## config.mk

```make
export PLATFORM = sky130hd
export DESIGN_NAME = square_root_module
export DESIGN_NICKNAME = d
export VERILOG_FILES = /design/src/rtl/lampFPU_pkg.sv /design/src/rtl/square_root_module.sv
export SDC_FILE = /design/constraint.sdc
export NUM_CORES = 1
export LEC_CHECK = 0
export CAP_MARGIN = 20
export CORE_ASPECT_RATIO = 1.4
export CORE_MARGIN = 2
export CORE_UTILIZATION = 30
export DETAILED_ROUTE_END_ITERATION = 10
export SLEW_MARGIN = 25
export SYNTH_ARGS = -nofsm -noshare
export SYNTH_HDL_FRONTEND = slang
export SYNTH_SLANG_ARGS = --single-unit
```

## constraint.sdc

```tcl
create_clock -name clk -period 2.7 [get_ports clk]
set_input_delay 0.81 -clock clk [delete_from_list [all_inputs] [get_ports clk]]
set_output_delay 0.81 -clock clk [all_outputs]
set_load 0.02 [all_outputs]
```

## src/rtl/lampFPU_pkg.sv

```systemverilog
// Shared definitions for the lampFPU square-root datapath.
//   LAMP_FLOAT_F_DW : fraction width of the float format (7)
//   SW / RW / XW    : significand, result and radicand widths
//   sqrt_state_t    : iterative square-root FSM encoding
//   sqrt_step_t     : remainder/root pair produced by one iteration
package lampFPU_pkg;

  localparam int LAMP_FLOAT_F_DW = 7;
  localparam int SW              = 1 + LAMP_FLOAT_F_DW;  // significand incl. hidden bit
  localparam int RW              = 2 * SW;               // root width (1.15 fixed point)
  localparam int XW              = 4 * SW;               // radicand width
  // The remainder never exceeds 2*root; two extra guard bits absorb the
  // left shift that brings in the next radicand bit pair.
  localparam int REM_W           = RW + 4;
  localparam int CNT_W           = 5;

  // Radicand alignment: the odd-exponent case doubles the significand.
  localparam int SHIFT_ODD       = 2 * SW + LAMP_FLOAT_F_DW + 1;  // 24
  localparam int SHIFT_EVEN      = 2 * SW + LAMP_FLOAT_F_DW;      // 23

  localparam logic [CNT_W-1:0] SQRT_ITERS = CNT_W'(RW);
  localparam logic [CNT_W-1:0] LAST_ITER  = CNT_W'(1);

  typedef enum logic [1:0] {
    IDLE = 2'd0,
    BUSY = 2'd1,
    DONE = 2'd2
  } sqrt_state_t;

  typedef struct packed {
    logic [REM_W-1:0] rem;
    logic [RW-1:0]    root;
  } sqrt_step_t;

endpackage

```

## src/rtl/square_root_module.sv

```systemverilog
// Iterative significand square root for the lampFPU.
// Restoring digit-by-digit integer square root of the aligned radicand,
// one result bit per clock, MSB first, 16 iterations.
//
// Ports
//   clk          : clock, rising edge
//   rst          : asynchronous active-high reset
//   doSqrt_i     : start request, sampled only while idle
//   s_i          : unsigned significand with hidden bit (1.7 fixed point)
//   is_exp_odd_i : biased exponent is odd -> radicand is doubled
//   res_o        : floor(sqrt(radicand)), 1.15 fixed point, held until next result
//   valid_o      : one-cycle pulse while res_o carries a fresh result
module square_root_module
  import lampFPU_pkg::*;
(
  input  logic          clk,
  input  logic          rst,
  input  logic          doSqrt_i,
  input  logic [SW-1:0] s_i,
  input  logic          is_exp_odd_i,
  output logic [RW-1:0] res_o,
  output logic          valid_o
);

  sqrt_state_t      state_q, state_d;
  logic [CNT_W-1:0] cnt_q;
  logic [XW-1:0]    x_q;     // captured radicand, consumed two bits per iteration
  logic [REM_W-1:0] rem_q;
  logic [RW-1:0]    root_q;
  sqrt_step_t       step;

  function automatic logic [XW-1:0] load_radicand(input logic [SW-1:0] s,
                                                   input logic odd);
    logic [XW-1:0] x;
    x = {{(XW-SW){1'b0}}, s};
    return odd ? (x << SHIFT_ODD) : (x << SHIFT_EVEN);
  endfunction

  // One restoring iteration: bring in the next bit pair, try subtracting
  // 4*root+1, keep the subtraction and emit a 1 only if it does not underflow.
  function automatic sqrt_step_t sqrt_step(input logic [REM_W-1:0] rem,
                                           input logic [RW-1:0]    root,
                                           input logic [1:0]       pair);
    logic [REM_W-1:0] rem_sh;
    logic [REM_W-1:0] trial;
    sqrt_step_t       r;
    rem_sh = {rem[REM_W-3:0], pair};
    trial  = {{(REM_W-RW-2){1'b0}}, root, 2'b01};
    if (rem_sh >= trial) begin
      r.rem  = rem_sh - trial;
      r.root = {root[RW-2:0], 1'b1};
    end else begin
      r.rem  = rem_sh;
      r.root = {root[RW-2:0], 1'b0};
    end
    return r;
  endfunction

  assign step = sqrt_step(rem_q, root_q, x_q[XW-1 -: 2]);

  always_ff @(posedge clk or posedge rst) begin
    if (rst) state_q <= IDLE;
    else     state_q <= state_d;
  end

  always_comb begin
    state_d = state_q;
    unique case (state_q)
      IDLE:    if (doSqrt_i) state_d = BUSY;
      BUSY:    if (cnt_q == LAST_ITER) state_d = DONE;
      DONE:    state_d = IDLE;  // a lingering start request is ignored here
      default: state_d = IDLE;
    endcase
  end

  always_comb begin
    valid_o = (state_q == DONE);
  end

  always_ff @(posedge clk or posedge rst) begin
    if (rst) begin
      cnt_q  <= '0;
      x_q    <= '0;
      rem_q  <= '0;
      root_q <= '0;
      res_o  <= '0;
    end else begin
      unique case (state_q)
        IDLE: begin
          if (doSqrt_i) begin
            x_q    <= load_radicand(s_i, is_exp_odd_i);
            rem_q  <= '0;
            root_q <= '0;
            cnt_q  <= SQRT_ITERS;
          end
        end
        BUSY: begin
          rem_q  <= step.rem;
          root_q <= step.root;
          x_q    <= x_q << 2;
          cnt_q  <= cnt_q - 1'b1;
          if (cnt_q == LAST_ITER) res_o <= step.root;
        end
        default: ;
      endcase
    end
  end

endmodule

```

-- Yosys cells after proc, flatten, opt, wreduce, memory -nomap -nowiden
Index checks and enable logic that the tools add are counted.
- muxes and demuxes: 13
- reductions and logical operators: 5
- order comparisons: 1
- bitwise gates (word level): 0
- multipliers: 0
- div/mod/pow operators: 0
- add/sub/neg operators: 2
- shifts and indexed selects: 0
- equality and inequality tests: 5
- operator list (operator ; number):
    32-bit 2-to-1 mux ; 2
    32-bit case mux with 2 select lines ; 1
    18-bit case mux with 2 select lines ; 1
    34-bit 2-to-1 mux ; 1
    16-bit case mux with 2 select lines ; 1
    20-bit by 18-bit >= comparator with 1-bit output ; 1
    18-bit 2-to-1 mux ; 1
    18-bit subtractor ; 1
    16-bit 2-to-1 mux ; 1
    5-bit case mux with 2 select lines ; 1
    2-bit AND reduction ; 3
    5-bit by 1-bit == test with 1-bit output (second input constant) ; 1
    5-bit 2-to-1 mux ; 1
    5-bit by 1-bit subtractor with 5-bit output (second input constant) ; 1
    2-bit 2-to-1 mux ; 2
    2-bit != test (second input constant) ; 2
    2-bit case mux with 2 select lines ; 1
    2-bit by 1-bit == test with 1-bit output (second input constant) ; 1
    2-bit == test (second input constant) ; 1
    2-bit zero test ; 1
    2-bit nonzero test ; 1
- memory bits (writable): 0
- bits in read-only memories: 0
- bits in latches: 0
- memories: 0
- output and inout bits: 17
- flip-flop bits (word level): 89
- logic and storage cells: 32

-- Logic depth before layout (Yosys ltp)
- depth after elaboration: 3
- gate-level depth with buffers: 12
- mapped depth without buffers: 10

-- Worst setup path before layout
OpenSTA, ideal clock, no wires.
- kind: reg2reg
- start: reg rem_q[11]
- end: reg rem_q[14]
- data arrival time: 2304 ps
- stages on the path, launching flop included: 11
- slack: 275 ps
- required time: 2579 ps
- path buffers: 1
- period minus slack after synthesis: 2425 ps
- setup time: 121 ps
- cell sequence: dfrtp_1 -> ha_1 -> a21o_1 -> a21o_1 -> a21oi_2 -> o21bai_1 -> a2111oi_4 -> o21ai_2 -> buf_6 -> o21a_1 -> a22o_1
- cells in the longest elaborated chain, start to end: 3
- elaborated cells on any way between the ends: 4
- RTL lines (what ; line ; text):
    start, declared ; square_root_module.sv:28 ; logic [REM_W-1:0] rem_q;
    start signal, assigned ; square_root_module.sv:98 ; rem_q <= step.rem;
    18-bit subtractor or 20-bit by 18-bit >= comparator with 1-bit output (tied branches) ; square_root_module.sv:50, square_root_module.sv:49 ;
    34-bit 2-to-1 mux * ; square_root_module.sv:49 ; if (rem_sh >= trial) begin
    18-bit case mux with 2 select lines * ; square_root_module.sv:88 ; unique case (state_q)
Mark *: on every way between the ends. The rest lies on a longest branch, timed or not.
A chain may end at the register's enable or synchronous reset.

-- Worst setup path after layout
- start: reg root_q[11]
- end: reg rem_q[14]
- cells in the longest elaborated chain, start to end: 3
- elaborated cells on any way between the ends: 4
- RTL lines (what ; line ; text):
    start, declared ; square_root_module.sv:29 ; logic [RW-1:0] root_q;
    start signal, assigned ; square_root_module.sv:99 ; root_q <= step.root;
    18-bit subtractor or 20-bit by 18-bit >= comparator with 1-bit output (tied branches) ; square_root_module.sv:50, square_root_module.sv:49 ;
    34-bit 2-to-1 mux * ; square_root_module.sv:49 ;
    18-bit case mux with 2 select lines * ; square_root_module.sv:88 ;
Marks and branches as above.

==> impl_metrics.yaml <==
timing:
  rsz0062_at_grt: "false"
  drv_slew: 0
  setup_viol: 0
  tightest_slew_ns: 0.468
  fin_crit_sh_pct: 92.2
  relSlewSlack_pct: 68.7
  min_period_ns: 2.49
  hold_viol_final: 0
  fmaxAchievable_mhz: 402
  setup_tns_ns: 0
  fin_skew_ns: 0.00328
pwr:
  clkPwrFrac_pct: 17.4
  power_frac_seq_pct: 25.3
  p_sw_mw: 2.93
  p_total_mw: 6.99
  p_int_mw: 4.06
  leakage_nw: 2.00
  peakVddDrop_mv: 0.515
  p_per_area_nw_per_um2: 1560
  power.share.switching_pct: 41.9
  comb_power_share_pct: 57.3
drt:
  drt_iter0_markers: 135
  via_count: 2941
  wl_per_cell_um: 14.2
  drc: 0
  viasPerCell: 5.03
  drtAntennaViolNets: 0
  firstDrtPassIters: 4
  drt_wl_total_mm: 8.31
placed_design:
  gp_congestion: 0.835
  hpwl_mm: 6.12
  port_buffers: 28
clock_tree:
  h-tree-depth: 3
  cts_tree: "done"
  cts_root_buf: "clkbuf_16"
  clkTransAtPathRegs_ns: 0.05
  holdBufCountCts: 0
  insertion_delay_ns: 0.33
  cts_resized: 0
  cts_setup_buffers: 0
  clockBufferDepth: 2
  cts_made_buffers: 9
  clkSinkCount: 66
critical_path:
  startpoint_type: "flop"
  criticalPathCategory: "flop to flop"
  reg2reg_depth: 11
  slowest_delay_ns: 0.38
  critPathTopFamily: "compound AO/OA/AOI/OAI gates"
  crit_path_end_kind: "flop"
  crit_slowest_cell: "dfrtp_1"
  cp_common_cell: "a21o_1"
  cp.arrival_ns: 2.70
  path_cells: "inv_1 > ha_1 > a21o_1 > a21o_1 > a21oi_2 > o21bai_1 > a2111oi_4 > o21ai_2 > buf_4 > o21a_1 > a22o_1"
  rrSetupSlack_ns: 0.21
  critPathBufInv: 2
  critPathMaxFanout: 10
  r2r_start: "root_q[11]$_DFFE_PP0P_"
  worstReg2RegEnd: "rem_q[14]$_DFFE_PP0P_"
  cp.required_ns: 2.91
floorplanning:
  rows: 47
  dieArea_um2: 13200
  io_pins: 29
  start_util_pct: 30.9
  die_width_um: 97.5
  die_h_um: 135
  fp.coreArea_um2: 11900
logic_synthesis:
  yosys-top-cells-area: "dfrtp_1 (45%), o21ai_0 (9.1%), nand2_1 (7.2%), ha_1 (6.8%), mux2i_1 (3.0%)"
  yosysSeqAreaShare_pct: 45.0
  yosysUniqueCellTypes: 46
  synth_edf_count: 0
  synthTopCellsByCount: "nand2_1 (70), o21ai_0 (67), dfrtp_1 (66)"
  muxShareOfSynthArea_pct: 5.45
  yosysTopAreaCell: "dfrtp_1"
  synth-main-ff-cell: "dfrtp_1"
  synth_compound_area_share_pct: 20.4
  avgSynthCellArea_um2: 9.21
  synthSimpleGateAreaFrac_pct: 13.9
  synth_fa_ha_area_share_pct: 6.81
  synthArstFlopShare_pct: 100
  synth_most_common_cell: "nand2_1"
  synth_top_family_by_area: "compound AO/OA/AOI/OAI gates"
  syn_nets: 431
  syn_area_um2: 3670
  yosys_warnings: 0
  ys_ff_latch: 66
  synth_top_area_share_pct: 45.0
  syn_inst: 399
  synth-xor-area-share_pct: 3.81
run_status:
  outcome: "complete, no violations"
global_route:
  grt_pass1_wl_mm: 14.3
  grt_pass1_vias: 2995
  grt_usage_pct: 13.4
  grt_max_degree: 32
  overflow: 0
  antenna_found_initial: 0
finish:
  diodes: 0
  fin_nets: 466
  synthToLayoutAreaGrowth_pct: 22.2
  layout-drive-gt1-share_pct: 10.3
hold_path:
  hold_path_end: "root_q[14]$_DFFE_PP0P_"
  worstHoldPathCells: 2
  hold_start: "root_q[14]$_DFFE_PP0P_"
  min_path_type: "flop to flop"
flow_run:
  maxCapViolCount: 0
## stage by stage
step	utilization [%]	worst slack [ns]	hold WS [ns]	cell area (um2)	cells
2_1_floorplan	-	0.235	0.444	3670	399
3_3_place_gp	35.2	0.278	0.461	4180	570
3_5_place_dp	35.2	0.234	0.467	4180	570
4_1_cts	37.8	0.217	0.482	4490	585
5_1_grt	37.8	0.0703	0.503	4490	585
6_report	37.8	0.210	0.475	4490	585
## cell usage in the layout, fill, tap and decap left out, types with 9 or more instances in the layout
| cell type | count |
|---|---|
| a21oi_1 | 12 |
| buf_4 | 13 |
| clkbuf_16 | 9 |
| clkdlybuf4s50_1 | 28 |
| dfrtp_1 | 66 |
| ha_1 | 20 |
| inv_1 | 24 |
| mux2i_1 | 11 |
| nand2_1 | 70 |
| nor2_1 | 13 |
| o21ai_0 | 67 |
| xnor2_1 | 10 |
## power by group through the flow
stage                     Sequential [mW]  Clock [mW]  Combinational (mW)
final                                1.77        1.21                4.00
after global routing                 1.84        1.29                4.50
after detailed placement             1.79           0                4.02
after floorplan                      1.87           0                2.83
after CTS                            1.78        1.24                4.05
after global placement               1.77           0                3.95
## worst register-to-register path: cells and delay by family, from the launching register on
kind,cells,cell delay [ns]
AOI/OAI and AO/OA,8,1.47
adders and majority gates,1,0.24
buffers and inverters,2,0.28
DFF,1,0.38
## how the worst max path moves through the flow
stage | to | slack, ns | from | depth (start not counted)
CTS | rem_q[14]$_DFFE_PP0P_ | 0.22 | root_q[11]$_DFFE_PP0P_ | 11
finish | rem_q[14]$_DFFE_PP0P_ | 0.21 | root_q[11]$_DFFE_PP0P_ | 11
global route | rem_q[1]$_DFFE_PP0P_ | 0.07 | root_q[11]$_DFFE_PP0P_ | 11
detailed placement | rem_q[14]$_DFFE_PP0P_ | 0.23 | rem_q[11]$_DFFE_PP0P_ | 10
global placement | rem_q[14]$_DFFE_PP0P_ | 0.28 | rem_q[11]$_DFFE_PP0P_ | 10
floorplan | cnt_q[0]$_DFFE_PP0P_ | 0.24 | rst | 1
## area by class of cell
cell class	instances	area (um2)
Timing Repair Buffer	42	398
Clock buffer	9	225
Tap cell	147	184
Multi-Input combinational cell	290	1850
Inverter	25	93.8
Clock inverter	6	82.6
Sequential cell	66	1650
Fill cell	1218	7390
## layer usage
| metal | wire, um | track usage (%) | up-vias |
|---|---|---|---|
| met4 | 248 | 6.25 | 0 |
| met2 | 4190 | 23.6 | 54 |
| met5 | 0 | 0 | - |
| met1 | 3610 | 15.5 | 1418 |
| li1 | - | - | 1453 |
| met3 | 270 | 3.05 | 16 |
## state kept, by name, summed over array words and instances, names as in the netlist
name     cells
cnt_q        5
root_q      16
rem_q       18
state_q      2
x_q          9
res_o       16
## cells by family (layout without fill, tap and decap cells)
kind of cell	count (synthesis)	in the layout
compound gates	120	120
xor+xnor	16	16
fa+ha+maj	20	20
buf+inv	43	82
flops	66	66
mux	19	19
simple gates	115	115
Power figures use the tool's default switching activity.
